==> config.mk <==
export PLATFORM = sky130hd
export DESIGN_NAME = uart_rx_pkt_ctrl
export DESIGN_NICKNAME = d
export VERILOG_FILES = /design/src/rtl/uart_rx_pkt_ctrl.sv
export SDC_FILE = /design/constraint.sdc
export NUM_CORES = 1
export LEC_CHECK = 0
export CORE_MARGIN = 4
export CORE_UTILIZATION = 54
export DETAILED_ROUTE_END_ITERATION = 8
export GPL_ROUTABILITY_DRIVEN = 0
export PLACE_DENSITY_LB_ADDON = 0.2
export SYNTH_ARGS = -nofsm -noshare
export SYNTH_HDL_FRONTEND = slang
export SYNTH_SLANG_ARGS = --single-unit
export TNS_END_PERCENT = 10
==> constraint.sdc <==
create_clock -name clk -period 3.4 [get_ports clk]
set_input_delay 0.68 -clock clk [delete_from_list [all_inputs] [get_ports clk]]
set_output_delay 0.68 -clock clk [all_outputs]
set_load 0.01 [all_outputs]
==> src/rtl/uart_rx_pkt_ctrl.sv <==
// uart_rx_pkt_ctrl: packet framer sitting above a UART byte receiver.
// Frames SYNC, LEN, PAYLOAD[LEN], CSUM; buffers the payload; hands each
// checked packet to the host via valid/ready with random-access readout.
// Optional statistics counters are compiled in with UART_RX_PKT_STATS_EN.
module uart_rx_pkt_ctrl #(
  parameter logic [7:0] SYNC_BYTE   = 8'hA5,
  parameter int         MAX_LEN     = 16,
  parameter int         TIMEOUT_CYC = 20000,
  localparam int        AW          = $clog2(MAX_LEN),
  localparam int        LW          = AW + 1
) (
  input  logic          clk,
  input  logic          rst,
  input  logic          enable,
  input  logic          rx_done,
  input  logic          rx_err,
  input  logic [7:0]    rx_data,
  output logic          rx_en,
`ifdef UART_RX_PKT_STATS_EN
  output logic [15:0]   pkt_cnt,
  output logic [15:0]   err_cnt,
`endif
  output logic          pkt_valid,
  input  logic          pkt_ready,
  output logic [LW-1:0] pkt_len,
  input  logic [AW-1:0] rd_addr,
  output logic [7:0]    rd_data,
  output logic          pkt_err,
  output logic [1:0]    err_code
);

  localparam int TW = $clog2(TIMEOUT_CYC + 1);

  localparam logic [1:0] ERR_TIMEOUT = 2'b00;
  localparam logic [1:0] ERR_FRAME   = 2'b01;
  localparam logic [1:0] ERR_LEN     = 2'b10;
  localparam logic [1:0] ERR_CSUM    = 2'b11;

  typedef enum logic [2:0] {
    S_IDLE, S_HDR, S_LEN, S_PAY, S_CSUM, S_HOLD
  } state_t;

  state_t        state_q, state_d;
  logic [TW-1:0] tmo_q, tmo_d;
  logic [AW-1:0] idx_q, idx_d;
  logic [LW-1:0] len_q, len_d;
  logic [7:0]    csum_q, csum_d;
  logic [LW-1:0] pkt_len_q, pkt_len_d;
  logic          rx_en_q, rx_en_d;
  logic          pkt_valid_q, pkt_valid_d;
  logic          pkt_err_q, pkt_err_d;
  logic [1:0]    err_code_q, err_code_d;

  logic          in_frame;
  logic          len_bad;
  logic          pay_last;
  logic [7:0]    csum_sum;
  logic          err_evt;
  logic [1:0]    err_kind;
  logic          byte_ok;
  logic          good_pkt;
  logic          buf_we;

  // Payload storage; intentionally not reset, only meaningful below pkt_len.
  logic [7:0]    buf_mem [MAX_LEN];

  assign in_frame = (state_q == S_LEN) || (state_q == S_PAY) || (state_q == S_CSUM);
  assign len_bad  = (rx_data == 8'h00) || ({1'b0, rx_data} > 9'(MAX_LEN));
  assign pay_last = ({1'b0, idx_q} == (len_q - LW'(1)));
  assign csum_sum = csum_q + rx_data;

  // State register
  always_ff @(posedge clk) begin
    if (rst) state_q <= S_IDLE;
    else     state_q <= state_d;
  end

  // Next-state logic; enable-abort beats rx_err, which beats rx_done, which beats timeout
  always_comb begin
    state_d  = state_q;
    err_evt  = 1'b0;
    err_kind = ERR_TIMEOUT;
    byte_ok  = 1'b0;
    good_pkt = 1'b0;
    buf_we   = 1'b0;
    case (state_q)
      S_IDLE: if (enable) state_d = S_HDR;
      S_HDR: begin
        if (!enable) state_d = S_IDLE;
        else if (rx_done && !rx_err && (rx_data == SYNC_BYTE)) state_d = S_LEN;
      end
      S_LEN, S_PAY, S_CSUM: begin
        if (!enable) begin
          state_d = S_IDLE;
        end else if (rx_err) begin
          err_evt  = 1'b1;
          err_kind = ERR_FRAME;
          state_d  = S_HDR;
        end else if (rx_done) begin
          byte_ok = 1'b1;
          if (state_q == S_LEN) begin
            if (len_bad) begin
              err_evt  = 1'b1;
              err_kind = ERR_LEN;
              state_d  = S_HDR;
            end else begin
              state_d = S_PAY;
            end
          end else if (state_q == S_PAY) begin
            buf_we = 1'b1;
            if (pay_last) state_d = S_CSUM;
          end else begin
            if (csum_sum == 8'h00) begin
              good_pkt = 1'b1;
              state_d  = S_HOLD;
            end else begin
              err_evt  = 1'b1;
              err_kind = ERR_CSUM;
              state_d  = S_HDR;
            end
          end
        end else if (tmo_q == TW'(TIMEOUT_CYC)) begin
          err_evt  = 1'b1;
          err_kind = ERR_TIMEOUT;
          state_d  = S_HDR;
        end
      end
      S_HOLD: begin
        if (pkt_valid_q && pkt_ready) state_d = enable ? S_HDR : S_IDLE;
      end
      default: state_d = S_IDLE;
    endcase
  end

  // Registered outputs derived from the upcoming state
  always_comb begin
    rx_en_d     = enable && (state_d inside {S_HDR, S_LEN, S_PAY, S_CSUM});
    pkt_valid_d = (state_d == S_HOLD);
    pkt_err_d   = err_evt;
    err_code_d  = err_evt ? err_kind : err_code_q;
  end

  // Datapath: idle timer, byte index, length, running checksum, held length
  always_comb begin
    tmo_d     = '0;
    idx_d     = idx_q;
    len_d     = len_q;
    csum_d    = csum_q;
    pkt_len_d = pkt_len_q;
    if (in_frame && (state_d == state_q) && !byte_ok) tmo_d = tmo_q + TW'(1);
    if (byte_ok && (state_q == S_LEN) && !len_bad) begin
      len_d  = LW'(rx_data);
      csum_d = rx_data;
      idx_d  = '0;
    end
    if (buf_we) begin
      csum_d = csum_sum;
      if (!pay_last) idx_d = idx_q + AW'(1);
    end
    if (good_pkt) pkt_len_d = len_q;
  end

  // Control and datapath registers
  always_ff @(posedge clk) begin
    if (rst) begin
      tmo_q       <= '0;
      idx_q       <= '0;
      len_q       <= '0;
      csum_q      <= '0;
      pkt_len_q   <= '0;
      rx_en_q     <= 1'b0;
      pkt_valid_q <= 1'b0;
      pkt_err_q   <= 1'b0;
      err_code_q  <= ERR_TIMEOUT;
    end else begin
      tmo_q       <= tmo_d;
      idx_q       <= idx_d;
      len_q       <= len_d;
      csum_q      <= csum_d;
      pkt_len_q   <= pkt_len_d;
      rx_en_q     <= rx_en_d;
      pkt_valid_q <= pkt_valid_d;
      pkt_err_q   <= pkt_err_d;
      err_code_q  <= err_code_d;
    end
  end

  // Payload write port
  always_ff @(posedge clk) begin
    if (buf_we) buf_mem[idx_q] <= rx_data;
  end

  assign rd_data   = buf_mem[rd_addr];
  assign rx_en     = rx_en_q;
  assign pkt_valid = pkt_valid_q;
  assign pkt_len   = pkt_len_q;
  assign pkt_err   = pkt_err_q;
  assign err_code  = err_code_q;

`ifdef UART_RX_PKT_STATS_EN
  logic [15:0] pkt_cnt_q, pkt_cnt_d;
  logic [15:0] err_cnt_q, err_cnt_d;

  // Saturating good-packet and error counters
  always_comb begin
    pkt_cnt_d = pkt_cnt_q;
    err_cnt_d = err_cnt_q;
    if (good_pkt && (pkt_cnt_q != 16'hFFFF)) pkt_cnt_d = pkt_cnt_q + 16'd1;
    if (err_evt  && (err_cnt_q != 16'hFFFF)) err_cnt_d = err_cnt_q + 16'd1;
  end

  // Statistics registers
  always_ff @(posedge clk) begin
    if (rst) begin
      pkt_cnt_q <= '0;
      err_cnt_q <= '0;
    end else begin
      pkt_cnt_q <= pkt_cnt_d;
      err_cnt_q <= err_cnt_d;
    end
  end

  assign pkt_cnt = pkt_cnt_q;
  assign err_cnt = err_cnt_q;
`endif

endmodule

# Word-level counts from Yosys, hierarchy flattened
# Memory sizes are Yosys's and may differ from the RTL's.
# Cells that the tools add are included.
[op_classes]
magnitude_cmp = 1
n_eq_ne = 14
n_mul = 0
n_shift = 0
div = 0
reduce_logical = 21
n_addsub = 4
mux = 56
n_bitwise = 1
[ops]
columns = ["cell", "count"]
rows = [
  ["2-to-1 mux 3 bit", 12],
  ["2-to-1 mux 1 bit", 29],
  ["2-to-1 mux 2 bit", 9],
  ["zero test 8 bit", 2],
  ["2-to-1 mux 8 bit", 2],
  ["adder 15 x 1 -> 15 bit (second input constant)", 1],
  ["== test 15 bit (second input constant)", 1],
  ["== test 3 x 2 -> 1 bit (second input constant)", 4],
  ["== test 3 bit (second input constant)", 4],
  ["2-to-1 mux 4 bit", 3],
  ["one-hot mux 3 bit (4 select lines)", 1],
  ["adder 8 bit", 1],
  ["== test 8 bit (second input constant)", 1],
  ["greater-than comparator 8 x 5 -> 1 bit (second input constant)", 1],
  ["logical AND 1 bit", 8],
  ["== test 3 x 1 -> 1 bit (second input constant)", 2],
  ["== test 4 x 5 -> 1 bit", 1],
  ["subtractor 5 x 1 -> 5 bit (second input constant)", 1],
  ["adder 4 x 1 -> 4 bit (second input constant)", 1],
  ["nonzero test 4 bit", 1],
  ["== test 3 bit", 1],
  ["zero test 1 bit", 3],
  ["zero test 3 bit", 1],
  ["logical OR 1 bit", 3],
  ["other kinds (4)", 4],
]
[totals]
rom_bits = 0
register_bits = 45
n_memories = 1
input_bits = 18
word_cells = 108
mem_bits_rw = 128
latchBits = 0
out_inout_bits = 18
[mem_list]
columns = ["name", "words", "word_bits", "rd", "rd_ports_with_merged_regs", "write_ports", "line", "rtl"]
rows = [
  ["buf_mem", 16, 8, 1, 0, 1, "65", "logic [7:0] buf_mem [MAX_LEN];"],
]

# Logic depth before layout (Yosys ltp)
[depth]
ltp_word = 14
ltp_mapped = 10
ltp_nobuf = 9

# Worst setup path before layout
# No wires, ideal clock.
[synth_timing]
path_kind = "in2out"
startpoint = "in rd_addr[0]"
endpoint = "out rd_data[0]"
t_arrival_ps = 2222
required_time_ps = 2720
cell_stages = 4
setup_slack_ps = 498
path_buffers = 2
path_cell_list = "clkbuf_1 buf_2 mux4_2 mux4_2"
[synth_between]
elab_chain_len = 1
[synth_rtl]
columns = ["item", "line", "rtl"]
rows = [
  ["start, declared", "26", "input logic [AW-1:0] rd_addr,"],
  ["memory read (16 x 8 bit)", "--", ""],
  ["end, declared", "27", "output logic [7:0] rd_data,"],
]
# No other way between the ends.

# Final worst setup path
[layout_timing]
startpoint = "in rd_addr[1]"
endpoint = "out rd_data[0]"
# The elaborated chain is that of the path after synthesis.

==> impl_results.md <==
* Largest net degree at the start of global routing at 24
* Sequential fraction of the synthesis area at 61.99%
* Vias in the first global route at 4723
* Startpoint Class: input pin
* Worst EP required at 2.72 ns
* Final WL at 16060 um
* DP HPWL at 10580 um
* Most common cell in the netlist: edfxtp_1
* Most frequent CP cell: mux4_2
* LEAKAGE at 2.978 nW
* #FFs+latches synth at 173
* Outcome: finished clean
* Arr. time, crit path at 2.57 ns
* EDFF count, synth at 128
* Crit. End Element: output port
* Syn Area/Cell at 14.86 um^2
* Port buffer count at 35
* CTS max path bufs at 2
* DIE AREA at 16140 um^2
* Final setup viols at 0
* Pwr Total at 0.004219 W
* Top cells by area, synth: edfxtp_1 (50%), dfxtp_1 (12%), mux4_2 (12%)
* Max Cap Violations at 0
* Worst Path Max Fanout at 16
* Via count at 4561
* Worst-skew pair later-pin latency at 0.42 ns
* Clk sinks at 173
* Setup CP Type: input pin to output port
* Synthesis-to-finish area growth at 16.90%
* Peak VDD IR at 0.3875 mV
* Hold slack at 0.4584 ns
* Final Hold Fails at 0
* Post-synth top flop: edfxtp_1
* Vias/cell at 5.900
* CTS tree: done
* Fin util at 64.46%
* Total track usage at 21.42%
* Crit-path cells: dlygate4sd2_1 -> buf_12 -> mux4_2 -> mux4_2 -> clkdlybuf4s50_1
* Number of top-level pins at 36
* Clock Pin Slew Worst Setup and Hold Paths at 0.06 ns
* Final nets at 613
* Ant diodes at 0
* Total gr overflow at 0
* First-pass GRT wire length at 25990 um
* Fill cells at 983
* Drt initial violations at 410
* Met2 Track Usage GR at 37.02%
* Detailed-router iteration count before antenna repair at 5
* Fmax at 307.3 MHz
* Residual DRC at 0
* Most frequent cells after synthesis: edfxtp_1 (128), dfxtp_1 (45), mux4_2 (40), nor2_1 (40), nand2_1 (26)
* DRT antenna net count at 0
* Post-synthesis async set-or-reset flop share at 0%
* Worst Hold Class: register to register
* Slowest stage delay, CP at 0.50 ns
* Rel. slew slack at 58.50%
* Top Usage Layer GRT: met2
* CTS Buf Count at 17
* Max Transition Viols Final at 0
* Power per cell area at 471.5 nW/um^2
* Met1 Resource Use GR at 27.41%
* Met3 Use GR at 4.975%
* DR WL/cell at 20.77 um
* Antenna violations before repair at 0
* H-tree depth at 4
* Fin crit share at 95.71%
* CP max stage cell: clkdlybuf4s50_1
* Die Span X at 127.1 um
* Netlist cell types at 64
* Root Buffer: clkbuf_16
* Core Box Area at 13880 um^2
* Initial Util at 55.14%
* Time the worst path needs with I/O delays and setup at 3.254 ns
* CTS Hold Buffers Added at 0
* Layout cells sized above 1 at 21.42%
* DIE HEIGHT at 127.1 um
* Skew final at 0.008017 ns
* RSZ-0062 raised after global routing: no
* Synth top area share at 50.22%
* Synth Cell Area at 7654 um^2
* Least-Margin Pin Slew at 0.6223 ns
* Synthesis warning total at 0
* Number of core rows at 43
* Syn_nets at 548
* Yosys top cell by area: edfxtp_1
* Syn Inst Count at 515
## cells by family after synthesis
kind of cell	synth area share, %
and+or+nand+nor	11.75
muxes	13.34
adders and majority gates	2.550
xor gates and xnor gates	2.747
DFF	61.99
AOI/OAI and AO/OA	5.624
buffers and inverters	1.994
## metal layers
metal | up-vias | wire (um)
met4 | 0 | 210
li1 | 2127 | -
met2 | 143 | 8454
met5 | - | 0
met1 | 2275 | 6526
met3 | 16 | 864
## final timing paths
kind	from	endpoint	slack, ns	cells after the start
setup reg to reg	len_q[0]	tmo_q[2]	0.67	9
hold / removal	pkt_len[0]	pkt_len[0]	0.46	2
hold reg to reg	pkt_len[0]	pkt_len[0]	0.46	2
setup / recovery	rd_addr[1]	rd_data[0]	0.15	5
## sequential cells by signal, indices dropped and copies added, names as in the netlist
| name | cells |
|---|---|
| csum_q | 8 |
| tmo_q | 15 |
| pkt_err | 1 |
| buf_mem | 128 |
| state_q | 3 |
| idx_q | 4 |
| err_code | 2 |
| len_q | 5 |
| pkt_valid | 1 |
| pkt_len | 5 |
| rx_en | 1 |
## layout by cell type, fill, tap and decap left out, types with 4 or more instances in the layout
master	n
nand2_1	26
and2_1	12
nor3_1	7
dfxtp_1	45
xnor2_1	9
or3_1	5
mux4_2	40
nand3_1	12
a211oi_1	5
clkinvlp_4	5
a21oi_1	17
ha_1	14
and3_1	7
and4_1	5
clkdlybuf4s50_1	33
buf_4	27
clkbuf_16	17
a22oi_1	6
o21ai_0	5
edfxtp_1	128
mux2i_1	12
inv_1	14
nor2_2	11
nor3b_1	4
nor2_1	40
xor2_1	15
nand4_1	5
## repair_timing
action	CTS	global route
resized for setup	2	0
buffers inserted	0	0
endpoints found under the setup margin	8	0
endpoints found under the hold margin	0	0
## per-stage QoR
step                area [um^2]  std cells  setup slack, ns  setup TNS (ns)
floorplan                  7654        515           0.4980               0
CTS                        8947        773           0.1307               0
detailed placement         8396        740          -0.1250          -1.037
global placement           8396        740         -0.06966         -0.5903
global route               8947        773          0.06167               0
finish                     8947        773           0.1459               0
## report_power, final
part           internal, W  switching (W)
Clock             0.000932       0.000791
Sequential         0.00226     0.00000217
Combinational     0.000116       0.000116
Total              0.00331       0.000909
## final cells by class
type / count / area (um^2) / share of cell area, %
Clock inverter: 14 / 96.34 / 1.077
Tap cell: 180 / 225.2 / 2.517
Sequential cell: 173 / 4745 / 53.03
Clock buffer: 18 / 429.2 / 4.797
Multi-Input combinational cell: 307 / 2761 / 30.86
Timing Repair Buffer: 66 / 634.4 / 7.090
Inverter: 15 / 56.30 / 0.6293
## worst max-delay path, delay by kind of cell
family | cells | cell delay [ns]
multiplexers | 2 | 0.82
buffers and inverters | 3 | 1.07
No activity file was read; power rests on OpenSTA's default activity.
